### src/rtl/kore_regfile_rsp.sv
// Register-file responder for the kore functional FSM: operand reads, result
// write-back with bypass, and per-operation protocol tracking with a sticky error flag.
module kore_regfile_rsp #(
  parameter int DATA_W = 32,
  parameter int ADDR_W = 5,
  parameter int NREG   = 32
) (
  input  logic              clk,
  input  logic              rst,
  input  logic              reg_rd,
  input  logic [ADDR_W-1:0] reg_sel,
  output logic [DATA_W-1:0] data_bus,
  output logic              rd_vld,
  input  logic              reg_wt,
  input  logic [ADDR_W-1:0] wt_addr,
  input  logic [DATA_W-1:0] data_in,
  input  logic              dout_rdy,
  output logic              wt_ack,
  input  logic              eop,
  output logic              busy,
  output logic              err,
  output logic [2:0]        rd_cnt
);

  typedef enum logic [1:0] {IDLE, ACTIVE, WRITTEN} state_t;

  localparam logic [ADDR_W:0] NREG_L = (ADDR_W+1)'(NREG);

  state_t            state, state_n;
  logic [DATA_W-1:0] regs [NREG];
  logic [DATA_W-1:0] rd_data;
  logic              wr_acc, rd_oob, wt_oob, err_ev;
  logic [2:0]        cnt_n;

  assign wr_acc = reg_wt & dout_rdy;
  assign rd_oob = {1'b0, reg_sel} >= NREG_L;
  assign wt_oob = {1'b0, wt_addr} >= NREG_L;
  assign busy   = (state != IDLE);

  // Write-first bypass: a same-edge write to the read index wins over the array.
  always_comb begin
    rd_data = '0;
    if (!rd_oob && reg_sel != '0) begin
      if (wr_acc && wt_addr == reg_sel) rd_data = data_in;
      else                              rd_data = regs[reg_sel];
    end
  end

  // Events at one edge are applied in order: read, then write, then eop.
  always_comb begin
    state_n = state;
    err_ev  = 1'b0;
    if (reg_rd) begin
      if (rd_oob) err_ev = 1'b1;
      if (state == WRITTEN)   err_ev  = 1'b1;
      else if (state == IDLE) state_n = ACTIVE;
    end
    if (wr_acc) begin
      if (wt_oob || state_n == WRITTEN) err_ev = 1'b1;
      state_n = WRITTEN;
    end
    if (eop) begin
      if (state_n != WRITTEN) err_ev = 1'b1;
      state_n = IDLE;
    end
  end

  always_comb begin
    cnt_n = rd_cnt;
    if (eop)                          cnt_n = '0;
    else if (reg_rd && rd_cnt != 3'd7) cnt_n = rd_cnt + 3'd1;
  end

  always_ff @(posedge clk) begin
    if (rst) begin
      for (int i = 0; i < NREG; i++) regs[i] <= '0;
    end else if (wr_acc && !wt_oob && wt_addr != '0) begin
      regs[wt_addr] <= data_in;
    end
  end

  always_ff @(posedge clk) begin
    if (rst) begin
      state    <= IDLE;
      data_bus <= '0;
      rd_vld   <= 1'b0;
      wt_ack   <= 1'b0;
      err      <= 1'b0;
      rd_cnt   <= '0;
    end else begin
      state  <= state_n;
      rd_vld <= reg_rd;
      wt_ack <= wr_acc;
      rd_cnt <= cnt_n;
      if (reg_rd) data_bus <= rd_data;
      if (err_ev) err      <= 1'b1;
    end
  end

endmodule

### config.mk
export PLATFORM = sky130hd
export DESIGN_NAME = kore_regfile_rsp
export DESIGN_NICKNAME = d
export VERILOG_FILES = /design/src/rtl/kore_regfile_rsp.sv
export SDC_FILE = /design/constraint.sdc
export NUM_CORES = 1
export LEC_CHECK = 0
export ABC_CLOCK_PERIOD_IN_PS = 2800
export CORE_MARGIN = 4
export CORE_UTILIZATION = 50
export CTS_CLUSTER_DIAMETER = 50
export DETAILED_ROUTE_END_ITERATION = 7
export PLACE_DENSITY = 0.75
export SETUP_SLACK_MARGIN = 0.15
export SYNTH_ARGS = -nofsm -noshare
export SYNTH_HDL_FRONTEND = slang
export SYNTH_SLANG_ARGS = --single-unit
### constraint.sdc
create_clock -name clk -period 2.8 [get_ports clk]
set_input_delay 0.84 -clock clk [delete_from_list [all_inputs] [get_ports clk]]
set_output_delay 0.84 -clock clk [all_outputs]
set_load 0.05 [all_outputs]
==> results of run 1 <==
[state kept, by name, summed over array words and instances, names as in the netlist]
register and cells:
data_bus 32, err 1, rd_cnt 3, rd_vld 1, regs 1024, state 2, wt_ack 1
[layer usage]
layer / vias up / track usage [%] / part of all wire (%)
li1: 12200 / - / -
met1: 14200 / 33.3 / 38
met2: 1458 / 41.8 / 49
met3: 286 / 5.10 / 9.3
met4: 0 / 9.82 / 3.7
met5: - / 0 / 0
[cells in the final DEF (no fill, tap or decap), types with 3 or more instances in the layout]
cell	n
clkinv_8	3
and2_1	1024
mux2i_1	258
a21oi_1	4
mux4_2	128
clkinv_2	20
clkinv_1	16
clkdlybuf4s50_1	45
nand3_1	4
buf_4	173
clkinv_4	4
clkbuf_1	18
inv_6	6
nor2_1	37
nor2b_1	3
dlygate4sd2_1	34
xor2_1	3
dfxtp_1	40
diode_2	3
a221o_1	32
nand2_1	68
o22ai_1	64
nor3_1	36
xnor2_1	3
clkinvlp_4	5
bufinv_16	12
clkbuf_8	8
or2_2	32
a22oi_1	128
nor2_2	32
edfxtp_1	1024
nand3b_1	5
buf_12	100
conb_1	32
clkbuf_16	111
[layout make-up]
| type | count | area, um^2 |
|---|---|---|
| timing repair buffer | 359 | 4120 |
| antenna | 3 | 7.51 |
| tap | 1254 | 1570 |
| clock buffer | 137 | 2960 |
| inverter | 1 | 3.75 |
| clock inverter | 67 | 706 |
| sequential | 1064 | 31600 |
| multi-input combinational | 1915 | 15000 |
| fill | 6822 | 37900 |
[worst max-delay path by stage]
| stage | to | startpoint | depth (start not counted) | slack, ns |
|---|---|---|---|---|
| 2_1_floorplan | regs[17][0]$_SDFFCE_PN0P_ | wt_addr[2] | 4 | 0.18 |
| 3_3_place_gp | data_bus[3]$_SDFFE_PP0P_ | reg_sel[4] | 8 | -0.25 |
| 3_5_place_dp | data_bus[25]$_SDFFE_PP0P_ | reg_sel[1] | 8 | -0.26 |
| 4_1_cts | data_bus[5] | data_bus[5]$_SDFFE_PP0P_ | 1 | 0.10 |
| 5_1_grt | data_bus[7] | data_bus[7]$_SDFFE_PP0P_ | 1 | 0.16 |
| 6_report | data_bus[7] | data_bus[7]$_SDFFE_PP0P_ | 1 | 0.19 |
[logic make-up (layout without fill, tap and decap cells)]
logic type,Yosys count,count (layout),share of synthesized area (%)
fa+ha+maj,2,2,0.0525
other cells,1,35,0.00787
mux,386,386,11.5
buf+inv,312,564,2.75
xor+xnor,6,6,0.110
flops,1064,1064,66.2
compound gates,232,232,3.63
simple gates,1257,1257,15.8
[metrics by stage]
step | instance area (um^2) | setup slack, ns
3_5_place_dp | 52300 | -0.258
2_1_floorplan | 47800 | 0.182
4_1_cts | 56000 | 0.104
6_report | 56000 | 0.195
3_3_place_gp | 52300 | -0.246
5_1_grt | 55900 | 0.155
[power groups by stage]
| stage | Clock, mW | Combinational (mW) | Sequential, mW |
|---|---|---|---|
| after floorplan | 0 | 1.42 | 18.9 |
| after global placement | 0 | 2.85 | 18.8 |
| after detailed placement | 0 | 2.89 | 18.9 |
| after CTS | 14.9 | 2.87 | 18.6 |
| after global routing | 15.6 | 3.01 | 18.6 |
| final | 14.8 | 2.87 | 18.6 |
==> metrics.cfg, run 1 <==
[outcome]
status=complete, no violations

[sta]
clock_skew_ns=0.0200
rsz0062_at_grt=no
final-hold-violation-count=0
slew_viol_final=0
fmax_ghz=0.384
relSlewSlack_pct=55.0
hold_ws_ns=0.475
worst_pin_slew_ns=0.673
min_period_over_period_pct=93.0
setup_tns_ns=0
setup_violations=0
finalWorstPathRequiredPeriod_ns=2.61

[detailed_routing]
routed_wl_mm=126
via_count=28200
routedWlPerCell_um=26.3
first_iter_violations=3545
drtAntennaViolNets=0
drc_errors=0
dr.pass1.iters=5
avgViaCountPerCell=5.87

[floorplan]
initial_core_util_pct=50.8
rows=112
io-pin-count=87
fp.coreArea_um2=93900
die-area_um2=100000
dieWidth_um=317
fp.dieH_um=317

[finish]
syn2layout_area_growth_pct=17.4
drive_gt1_share_pct=18.3
fin_util_pct=59.6
nets=3500
fin_cells=4800

[synthesis]
synthDistinctLibCells=41
yosysTopAreaCell=edfxtp_1
synth_seq_cells=1064
async_flop_share_pct=0
ys_warn_count=0
synth.area.top_cells=edfxtp_1, and2_1, mux4_2
yosysSeqAreaShare_pct=66.2
netlist.area_leader.share_pct=64.5
syn_avg_cell_area_um2=14.6
synth_edf_count=1024
syn-cell-area_um2=47700
synth_flop_cell=edfxtp_1
synthCells=3260
synth_common_cells=and2_1, edfxtp_1, mux2i_1

[setup_path]
critical_path.startpoint_type=flop
slowest_delay_ns=0.56
crit_type=reg -> out
worstPathRequired_ns=1.96
cp_max_fo=2
reg2reg_from=regs[5][17]$_SDFFCE_PN0P_
path_delay_family=buffers and inverters
crit_path_cell_trace=clkdlybuf4s15_1
r2r_end=data_bus[17]$_SDFFE_PP0P_
end_kind=primary output
slowest_stage=clkdlybuf4s15_1
path_buf_inv=1
arrival_ns=1.77
r2r_slack_ns=1.01
r2r_cells=4

[pwr]
combPwrFrac_pct=7.9
peakVddDrop_mv=0.495
cellLeakagePower_nw=20.7
finalPower_mw=36.2
power_density_nw_per_um2=647
p_switching_mw=8.21
clockPowerShare_pct=40.8
seqPwrFrac_pct=51.3
power.internal_mw=28.0
sw_frac_of_total_pct=22.7

[clock_tree]
cts.clk_slew.worst_paths_ns=0.06
cts_num_sinks=1064
cts_resized=42
clk-insertion-delay-late_ns=0.68
cts_tree=yes
clk_path_buf_depth=3
cts_hold_buf=0
clock-root-buffer=clkbuf_16
cts_buffers=109
cts_setup_buffers=0
cts_max_level=3

[global_route]
grt_overflow=0
grt_pass1_vias=29000
grt_max_degree=68
grt_use_total_pct=25.3
grt_pass1_wl_mm=187
antenna_found_initial=6

[worst_hold_path]
worstHoldStart=err$_SDFFE_PP0P_
min_path_type=reg -> reg
min_to=err$_SDFFE_PP0P_
hold_depth=2

[flow_run]
drv_cap=0

[placed_design]
finalWeightedCongestion=0.818
io_buffers=86
hpwl_mm=78.8
dp_cells=4593

Power figures use the tool's default switching activity.
==> run 2: changes to the inputs <==
CAP_MARGIN = 0   (was not set)
CTS_CLUSTER_SIZE = 8   (was not set)
SLEW_MARGIN = 25   (was not set)
==> run 2 against run 1 <==
Utilization grew 0.68 points. Cell count grew 0.23%. Via count grew 0.96%. Sequential share of layout area shrank 0.63 points. Die area is the same.
==> metrics.cfg, run 2 (synthesized netlist as in run 1, its figures left out) <==
[detailed_routing]
first_iter_violations=3656  ; +3.1%
avgViaCountPerCell=5.92  ; +0.73%
dr.pass1.iters=6  ; +1
via_count=28500  ; +0.96%
routed_wl_mm=127  ; +0.96%
routedWlPerCell_um=26.5  ; +0.73%
drtAntennaViolNets=0  ; unchanged
drc_errors=0  ; unchanged

[global_route]
grt_pass1_vias=29300  ; +0.86%
grt_overflow=0  ; unchanged
grt_use_total_pct=25.6  ; +0.33 points
grt_max_degree=68  ; unchanged
grt_pass1_wl_mm=188  ; +0.79%
antenna_found_initial=3  ; -3

[finish]
final_cell_mix=and2_1, edfxtp_1, mux2i_1
top_regs=regs x1024, data_bus x32, rd_cnt x3
drive_gt1_share_pct=18.3  ; -0.034 points
regArea_um2=31600  ; unchanged
fin_cells=4811  ; +0.23%
syn2layout_area_growth_pct=18.7
largest_reg_flops=1024  ; unchanged
multiInputGateArea_um2=15000  ; unchanged
largest-register=regs
fin_util_pct=60.3  ; +0.68 points
fillCellCount=6787  ; -0.51%
nets=3543  ; +1.2%

[floorplan]
rows=112  ; unchanged
fp.coreArea_um2=93900  ; unchanged
dieWidth_um=317  ; unchanged
initial_core_util_pct=50.8  ; unchanged
io-pin-count=87  ; unchanged
die-area_um2=100000  ; unchanged
fp.dieH_um=317  ; unchanged

[sta]
min_period_over_period_pct=92.1  ; -0.92 points
relSlewSlack_pct=54.8  ; -0.19 points
final-hold-violation-count=0  ; unchanged
worst_pin_slew_ns=0.676  ; +0.00282 ns
fmax_ghz=0.388  ; +1.0%
finalWorstPathRequiredPeriod_ns=2.58  ; -0.0259 ns
rsz0062_at_grt=no
clock_skew_ns=0.0200  ; -0.0000385 ns
slew_viol_final=0  ; unchanged
setup_violations=0  ; unchanged

[placed_design]
finalWeightedCongestion=0.818  ; unchanged
dp_cells=4593  ; unchanged
io_buffers=86  ; unchanged
hpwl_mm=78.8  ; unchanged

[setup_path]
cp_max_fo=3  ; +1
slowest_stage=dlygate4sd2_1
worstPathRequired_ns=1.96  ; about the same
slowest_delay_ns=0.43  ; -0.13 ns
arrival_ns=1.74  ; -0.03 ns
end_kind=primary output
critical_path.startpoint_type=flop
crit_path_cell_trace=or2_2, dlygate4sd2_1
crit_type=reg -> out

[flow_run]
drv_cap=0  ; unchanged

[worst_hold_path]
min_path_type=in -> reg

[pwr]
peakVddDrop_mv=0.686  ; +39%
power_density_nw_per_um2=673  ; +4.0%
cellLeakagePower_nw=21.0  ; +1.4%

[clock_tree]
clock-root-buffer=clkbuf_16
clk-insertion-delay-late_ns=0.73  ; +0.05 ns
cts_num_sinks=1064  ; unchanged
clk_path_buf_depth=3  ; unchanged
cts_max_level=4  ; +1
cts_setup_buffers=0  ; unchanged
cts_tree=yes
cts.clk_slew.worst_paths_ns=0.05  ; about the same
cts_buffers=152  ; +39%

[outcome]
status=complete, no violations

[run 2: changes by cell type in the layout (fill, tap and decap cells not counted), moves of 3 or more]
cell        delta
clkinvlp_4     -5
clkinv_1      -16
clkbuf_16     +42
clkinv_2      -19
clkinv_4       -4
clkinv_8       +3
clkbuf_1      +28
clkbuf_8       -7
bufinv_16     -10
[run 2: metal layers]
| layer | up-vias | GRT usage, % | part of all wire, % |
|---|---|---|---|
| li1 | 12300 | - | - |
| met2 | 1470 | 43.0 | 50 |
| met4 | 0 | 8.82 | 3.1 |
| met3 | 253 | 5.84 | 9.5 |
| met5 | - | 0 | 0 |
| met1 | 14500 | 33.1 | 38 |
[run 2: worst max-delay path, delay by kind of cell, from the launching register on]
family                 cells  cell delay [ns]
AND/OR/NAND/NOR            1             0.28
buffers and inverters      1             0.43
flip-flops                 1             0.31
[run 2: path summary, 6_finish.rpt]
check	cells after the start	to	start	slack, ns
max	2	busy	state[1]$_SDFF_PP0_	0.22
max reg2reg	4	data_bus[17]$_SDFFE_PP0P_	regs[5][17]$_SDFFCE_PN0P_	0.97
min reg2reg	2	err$_SDFFE_PP0P_	err$_SDFFE_PP0P_	0.47
min	2	state[1]$_SDFF_PP0_	rst	0.46
[run 2: power breakdown]
part	total, mW	internal, mW	switching [mW]
combinational	2.88	1.14	1.74
sequential	18.6	18.3	0.301
clock	16.6	10.1	6.51
total	38.1	29.6	8.55
[run 2: area by class of cell]
| cell class | instances | area share [%] |
|---|---|---|
| multi-input cells | 1915 | 26.6 |
| well taps | 1254 | 2.77 |
| repair buffers | 359 | 7.28 |
| flip-flops and latches | 1064 | 55.7 |
| diodes | 2 | 0.00884 |
| clock buffers | 200 | 7.09 |
| clock inverters | 16 | 0.491 |
| inverters | 1 | 0.00663 |
[run 2: per-stage QoR]
| stage | TNS, ns | cell area, um^2 | setup WS [ns] | power (mW) | hold WS [ns] |
|---|---|---|---|---|---|
| final | 0 | 56600 | 0.221 | 38.1 | 0.459 |
| after global routing | 0 | 56600 | 0.175 | 39.1 | 0.455 |
| after CTS | 0 | 56600 | 0.0550 | 38.2 | 0.431 |
| after detailed placement | -204.21 | 52300 | -0.258 | 21.8 | 0.475 |
| after global placement | -136.89 | 52300 | -0.246 | 21.7 | 0.457 |
| after floorplan | 0 | 47800 | 0.182 | 20.4 | 0.452 |
[run 2: repair_timing]
action / 4_1_cts / 5_1_grt
pin swaps: 0 / 0
setup endpoints to repair: 39 / 1
gates resized for setup: 46 / 2
hold buffers: 0 / 0
